--- src/rtl/hsv_core_alu_commit_if.sv ---
// Shared types and the commit/writeback/retire bus for hsv_core_alu_commit.
// hsv_core_pkg fixes all widths (word = 32 bits).

package hsv_core_pkg;

  localparam int unsigned WORD_W    = 32;
  localparam int unsigned REG_IDX_W = 5;

  typedef logic [WORD_W-1:0]    word_t;
  typedef logic [REG_IDX_W-1:0] reg_idx_t;

  // Retiring ALU result as presented by the execute stage
  typedef struct packed {
    word_t    pc;
    reg_idx_t rd;
    word_t    result;
    logic     writeback;
  } commit_data_t;

endpackage

// Producer (master) drives commit beats and flush requests; the commit stage (slave)
// answers with ready/ack and drives the register-file write and retire status.
interface hsv_core_alu_commit_if;
  import hsv_core_pkg::*;

  logic         flush_req;
  logic         flush_ack;
  commit_data_t commit_data;
  logic         in_valid;
  logic         in_ready;
  logic         rf_wr_en;
  reg_idx_t     rf_wr_addr;
  word_t        rf_wr_data;
  logic         retire_valid;
  word_t        retire_pc;
  word_t        retire_count;

  modport master (
    output flush_req, commit_data, in_valid,
    input  flush_ack, in_ready, rf_wr_en, rf_wr_addr, rf_wr_data,
           retire_valid, retire_pc, retire_count
  );

  modport slave (
    input  flush_req, commit_data, in_valid,
    output flush_ack, in_ready, rf_wr_en, rf_wr_addr, rf_wr_data,
           retire_valid, retire_pc, retire_count
  );

endinterface

--- src/rtl/hsv_core_alu_commit.sv ---
// ALU commit stage: registers retiring results into a register-file write and
// retire status one cycle after acceptance, and handshakes pipeline flushes
// through RUN -> DRAIN -> ACK.
// Optional feature: define HSV_CORE_RETIRE_COUNTER_EN to build the retire counter;
// otherwise retire_count is tied to 0 and no counter flops exist.

module hsv_core_alu_commit
  import hsv_core_pkg::*;
(
  input logic                  clk_core,
  input logic                  rst_core,
  hsv_core_alu_commit_if.slave bus
);

  typedef enum logic [1:0] {
    RUN   = 2'd0,
    DRAIN = 2'd1,
    ACK   = 2'd2
  } state_e;

  state_e   state_q, state_d;
  logic     in_ready_c;
  logic     accept_c;

  logic     rf_wr_en_q,     rf_wr_en_d;
  reg_idx_t rf_wr_addr_q,   rf_wr_addr_d;
  word_t    rf_wr_data_q,   rf_wr_data_d;
  logic     retire_valid_q, retire_valid_d;
  word_t    retire_pc_q,    retire_pc_d;

  // State register
  always_ff @(posedge clk_core or posedge rst_core) begin
    if (rst_core) begin
      state_q <= RUN;
    end else begin
      state_q <= state_d;
    end
  end

  // Next state and handshake; ready never looks at in_valid
  always_comb begin
    state_d    = state_q;
    in_ready_c = (state_q == RUN) & ~bus.flush_req;
    accept_c   = in_ready_c & bus.in_valid;
    case (state_q)
      RUN:     if (bus.flush_req) state_d = DRAIN;
      DRAIN:   if (!bus.in_valid) state_d = ACK;
      ACK:     state_d = RUN;
      default: state_d = RUN;
    endcase
  end

  // Writeback/retire next values; x0 writes are dropped but still retire
  always_comb begin
    rf_wr_en_d     = accept_c & bus.commit_data.writeback & (bus.commit_data.rd != '0);
    rf_wr_addr_d   = rf_wr_addr_q;
    rf_wr_data_d   = rf_wr_data_q;
    retire_valid_d = accept_c;
    retire_pc_d    = retire_pc_q;
    if (accept_c) begin
      rf_wr_addr_d = bus.commit_data.rd;
      rf_wr_data_d = bus.commit_data.result;
      retire_pc_d  = bus.commit_data.pc;
    end
  end

  // Writeback/retire registers; reset also cancels a pending write
  always_ff @(posedge clk_core or posedge rst_core) begin
    if (rst_core) begin
      rf_wr_en_q     <= 1'b0;
      rf_wr_addr_q   <= '0;
      rf_wr_data_q   <= '0;
      retire_valid_q <= 1'b0;
      retire_pc_q    <= '0;
    end else begin
      rf_wr_en_q     <= rf_wr_en_d;
      rf_wr_addr_q   <= rf_wr_addr_d;
      rf_wr_data_q   <= rf_wr_data_d;
      retire_valid_q <= retire_valid_d;
      retire_pc_q    <= retire_pc_d;
    end
  end

`ifdef HSV_CORE_RETIRE_COUNTER_EN
  word_t retire_count_q, retire_count_d;

  // Counts every accepted beat, wrapping naturally at 2^32
  always_comb begin
    retire_count_d = retire_count_q;
    if (accept_c) retire_count_d = retire_count_q + WORD_W'(1);
  end

  // Retire counter register
  always_ff @(posedge clk_core or posedge rst_core) begin
    if (rst_core) begin
      retire_count_q <= '0;
    end else begin
      retire_count_q <= retire_count_d;
    end
  end

  assign bus.retire_count = retire_count_q;
`else
  assign bus.retire_count = '0;
`endif

  assign bus.in_ready     = in_ready_c;
  assign bus.flush_ack    = (state_q == ACK);
  assign bus.rf_wr_en     = rf_wr_en_q;
  assign bus.rf_wr_addr   = rf_wr_addr_q;
  assign bus.rf_wr_data   = rf_wr_data_q;
  assign bus.retire_valid = retire_valid_q;
  assign bus.retire_pc    = retire_pc_q;

endmodule
--- src/flat_wrapper.sv ---
// flat-port wrapper written by rule: the top's interface ports become plain ports
module hsv_core_alu_commit_flat import hsv_core_pkg::*;
  (clk_core, rst_core, bus_flush_req, bus_commit_data, bus_in_valid, bus_flush_ack, bus_in_ready, bus_rf_wr_en, bus_rf_wr_addr, bus_rf_wr_data, bus_retire_valid, bus_retire_pc, bus_retire_count);
  hsv_core_alu_commit_if bus_i ();
  input logic clk_core;
  input logic rst_core;
  input wire logic [$bits(bus_i.flush_req)-1:0] bus_flush_req;
  input wire logic [$bits(bus_i.commit_data)-1:0] bus_commit_data;
  input wire logic [$bits(bus_i.in_valid)-1:0] bus_in_valid;
  output wire logic [$bits(bus_i.flush_ack)-1:0] bus_flush_ack;
  output wire logic [$bits(bus_i.in_ready)-1:0] bus_in_ready;
  output wire logic [$bits(bus_i.rf_wr_en)-1:0] bus_rf_wr_en;
  output wire logic [$bits(bus_i.rf_wr_addr)-1:0] bus_rf_wr_addr;
  output wire logic [$bits(bus_i.rf_wr_data)-1:0] bus_rf_wr_data;
  output wire logic [$bits(bus_i.retire_valid)-1:0] bus_retire_valid;
  output wire logic [$bits(bus_i.retire_pc)-1:0] bus_retire_pc;
  output wire logic [$bits(bus_i.retire_count)-1:0] bus_retire_count;
  assign bus_i.flush_req = bus_flush_req;
  assign bus_i.commit_data = bus_commit_data;
  assign bus_i.in_valid = bus_in_valid;
  assign bus_flush_ack = bus_i.flush_ack;
  assign bus_in_ready = bus_i.in_ready;
  assign bus_rf_wr_en = bus_i.rf_wr_en;
  assign bus_rf_wr_addr = bus_i.rf_wr_addr;
  assign bus_rf_wr_data = bus_i.rf_wr_data;
  assign bus_retire_valid = bus_i.retire_valid;
  assign bus_retire_pc = bus_i.retire_pc;
  assign bus_retire_count = bus_i.retire_count;
  hsv_core_alu_commit u_core (.clk_core(clk_core), .rst_core(rst_core), .bus(bus_i));
endmodule
--- config.mk ---
export PLATFORM = sky130hd
export DESIGN_NAME = hsv_core_alu_commit_flat
export DESIGN_NICKNAME = d
export VERILOG_FILES = /design/src/rtl/hsv_core_alu_commit_if.sv /design/src/rtl/hsv_core_alu_commit.sv /design/src/flat_wrapper.sv
export SDC_FILE = /design/constraint.sdc
export NUM_CORES = 1
export LEC_CHECK = 0
export ABC_CLOCK_PERIOD_IN_PS = 4600
export CORE_MARGIN = 2
export CORE_UTILIZATION = 41
export DETAILED_ROUTE_END_ITERATION = 10
export HOLD_SLACK_MARGIN = 0.02
export PLACE_DENSITY_LB_ADDON = 0.12
export SLEW_MARGIN = 15
export SYNTH_ARGS = -nofsm -noshare
export SYNTH_HDL_FRONTEND = slang
export SYNTH_SLANG_ARGS = --single-unit
export TNS_END_PERCENT = 100
--- constraint.sdc ---
create_clock -name clk_core -period 4.6 [get_ports clk_core]
set_input_delay 0.46 -clock clk_core [delete_from_list [all_inputs] [get_ports clk_core]]
set_output_delay 0.46 -clock clk_core [all_outputs]
set_load 0.02 [all_outputs]
==> impl_metrics.tcl <==
set metrics [dict create \
    status "finished, final reports clean" \
    finalWirelength_um 6320 \
    skew_ns 0.00435 \
    arrival_ns 2.40 \
    num_vias 1943 \
    synthArstFlopShare 1.00 \
    worst_hold_slack_ns 0.500 \
    viasPerCell 4.36 \
    fin_tns_setup_ns 0 \
    synth-edff-count 0 \
    tightest_slew_ns 0.950 \
    hold_viol 0 \
    grt-ovfl-total 0 \
    grt_pass1_vias 1998 \
    cts_sinks 73 \
    avgSynthCellArea_um2 15.9 \
    powerDensity_mw_per_mm2 527 \
    max_stage_delay_ns 0.78 \
    clkLatencyLatePin_ns 0.33 \
    cap_violations 0 \
    synth_most_common_cell "dfrtp_1" \
    core_area_mm2 0.00721 \
    antenna_found_initial 0 \
    dieHeight_um 90.1 \
    worst-path-buf-inv 2 \
    critPathCaptureType "flip-flop" \
    synth.area.top_cells "dfrtp_1 60%, mux2_2 21%, buf_4 7.9%, mux2_4 4.9%, buf_6 2.6%" \
    cp.required_ns 4.81 \
    slew_headroom 0.367 \
    initial_utilization 0.422 \
    drt-pass1-iter-count 4 \
    drt_iter0_drc 76 \
    r2r-start "u_core.state_q[1]" \
    fin_crit_sh 0.477 \
    fin_nets 416 \
    regToRegEndpoint "u_core.bus.rf_wr_data[0]" \
    synthDominantCellAreaShare 0.601 \
    dp.cells 430 \
    yosysSeqAreaShare 0.601 \
    track_usage 0.159 \
    criticalPathCategory "input pin to flip-flop" \
    rrSetupSlack_ns 2.53 \
    cts_tree "built" \
    rr_worst_depth 3 \
    ios 179 \
    fmax_ghz 0.456 \
    ctsHtreeMaxLevel 3 \
    cellLeakagePower_nw 1.97 \
    die_w_um 90.1 \
    rows 31 \
    synth_ff_type "dfrtp_1" \
    hold_class "flip-flop to flip-flop" \
    ys_top_cells_by_count "73 x dfrtp_1, 58 x mux2_2, 32 x buf_4, 10 x mux2_4, 7 x buf_6" \
    root_buffer "clkbuf_8" \
    clk_pin_slew_ns 0.08 \
    synthDominantAreaCellType "dfrtp_1" \
    die_area_mm2 0.00812 \
    port-buffer-count 146 \
    holdPathEnd "u_core.bus.retire_pc[10]" \
    postCtsSetupBuffers 0 \
    ys_ff_latch 73 \
    min_period_ns 2.19 \
    hpwlAfterDp_um 4430 \
    critPathSlowestCell "buf_4" \
    wl_per_cell_um 14.2 \
    cp_top_family "buffers and inverters" \
    grt_max_degree 72 \
    whs_path_depth 1 \
    cts_resized 0 \
    ant_nets 0 \
    setup_viol 0 \
    grt_pass1_wl_um 10100 \
    syn-cell-area_mm2 0.00304 \
    gp_congestion 0.696 \
    clockBufferDepth 2 \
    synth.distinct_cells 16 \
    antenna_cells 0 \
    startpoint_type "input pin" \
    cp_cell_sequence "clkdlybuf4s50_1, nor4b_4, buf_4, mux2_2" \
    yosys_warnings 0 \
    vdd_ir_drop_max_uv 258 \
    syn2layout_area_growth_pct 52.4 \
    crit_fanout 71 \
    drc 0 \
    layout-drive-gt1-share 0.251 \
    holdBufCountCts 0 \
    hold_path.startpoint "u_core.bus.retire_pc[10]" \
    rsz0062_at_grt "false" \
    synthCells 191 \
    numCtsBuffers 9 \
    final_max_slew_viol_count 0 \
    final_cells 446 \
]
==> through the flow <==
| step | util | total power (W) | worst slack (ns) | area (um^2) |
|---|---|---|---|---|
| after floorplan | - | 0.00148 | 2.29 | 3160 |
| after global placement | 0.615 | 0.00195 | 2.10 | 4440 |
| after global routing | 0.643 | 0.00257 | 2.30 | 4640 |
| after detailed placement | 0.615 | 0.00197 | 2.08 | 4440 |
| final | 0.643 | 0.00244 | 2.41 | 4640 |
| after CTS | 0.643 | 0.00247 | 2.41 | 4640 |
==> cell families (layout without fill, tap and decap cells) <==
| logic type | Yosys count | in the layout | share of synthesized area |
|---|---|---|---|
| DFF | 73 | 73 | 0.601 |
| muxes | 70 | 70 | 0.271 |
| buffers and inverters | 40 | 165 | 0.106 |
| and+or+nand+nor | 6 | 6 | 0.0177 |
| other | 1 | 32 | 0.00123 |
| AOI/OAI and AO/OA | 1 | 1 | 0.00329 |
==> how the worst max path moves through the flow <==
| stage | start | endpoint | slack (ns) | depth (start not counted) |
|---|---|---|---|---|
| 3_3_place_gp | bus_in_valid | u_core.bus.retire_pc[24] | 2.10 | 4 |
| 3_5_place_dp | bus_flush_req | u_core.bus.rf_wr_data[0] | 2.08 | 4 |
| 4_1_cts | bus_flush_req | bus_in_ready | 2.41 | 3 |
| 2_1_floorplan | rst_core | u_core.bus.retire_pc[0] | 2.29 | 1 |
| 6_report | bus_flush_req | u_core.bus.rf_wr_data[0] | 2.41 | 4 |
| 5_1_grt | bus_flush_req | bus_in_ready | 2.30 | 3 |
==> registers in the layout, indices dropped and copies added (netlist names) <==
register / flops
u_core.bus.retire_pc: 32
u_core.bus.retire_valid: 1
u_core.bus.rf_wr_addr: 5
u_core.bus.rf_wr_data: 32
u_core.bus.rf_wr_en: 1
u_core.state_q: 2
==> layer usage <==
layer	vias to the layer above	part of all wire	track usage
met1	944	0.45	0.215
met3	4	0.086	0.0578
met2	97	0.46	0.232
met4	0	0.0073	0.0692
li1	898	-	-
met5	-	0	0
==> area by class of cell <==
type	count	area, um^2
Tap cell	99	124
Inverter	1	3.75
Multi-Input combinational cell	109	1010
Clock inverter	5	55.1
Fill cell	585	2580
Sequential cell	73	1830
Clock buffer	11	141
Timing Repair Buffer	148	1480
==> placed cells by master (no fill, tap or decap), types with 2 or more instances in the layout <==
cell	n
mux2_4	10
mux2_2	58
clkbuf_8	10
clkinv_2	2
clkinvlp_4	2
dfrtp_1	73
clkdlybuf4s50_1	146
buf_4	2
conb_1	32
==> power by group <==
group          internal, W  leakage [nW]  total (W)  switching (W)
combinational     0.000555          1.01    0.00101       0.000452
clock             0.000264        0.0953   0.000495       0.000231
sequential        0.000840         0.865   0.000940       0.000100
(Power assumes the default switching activity.)
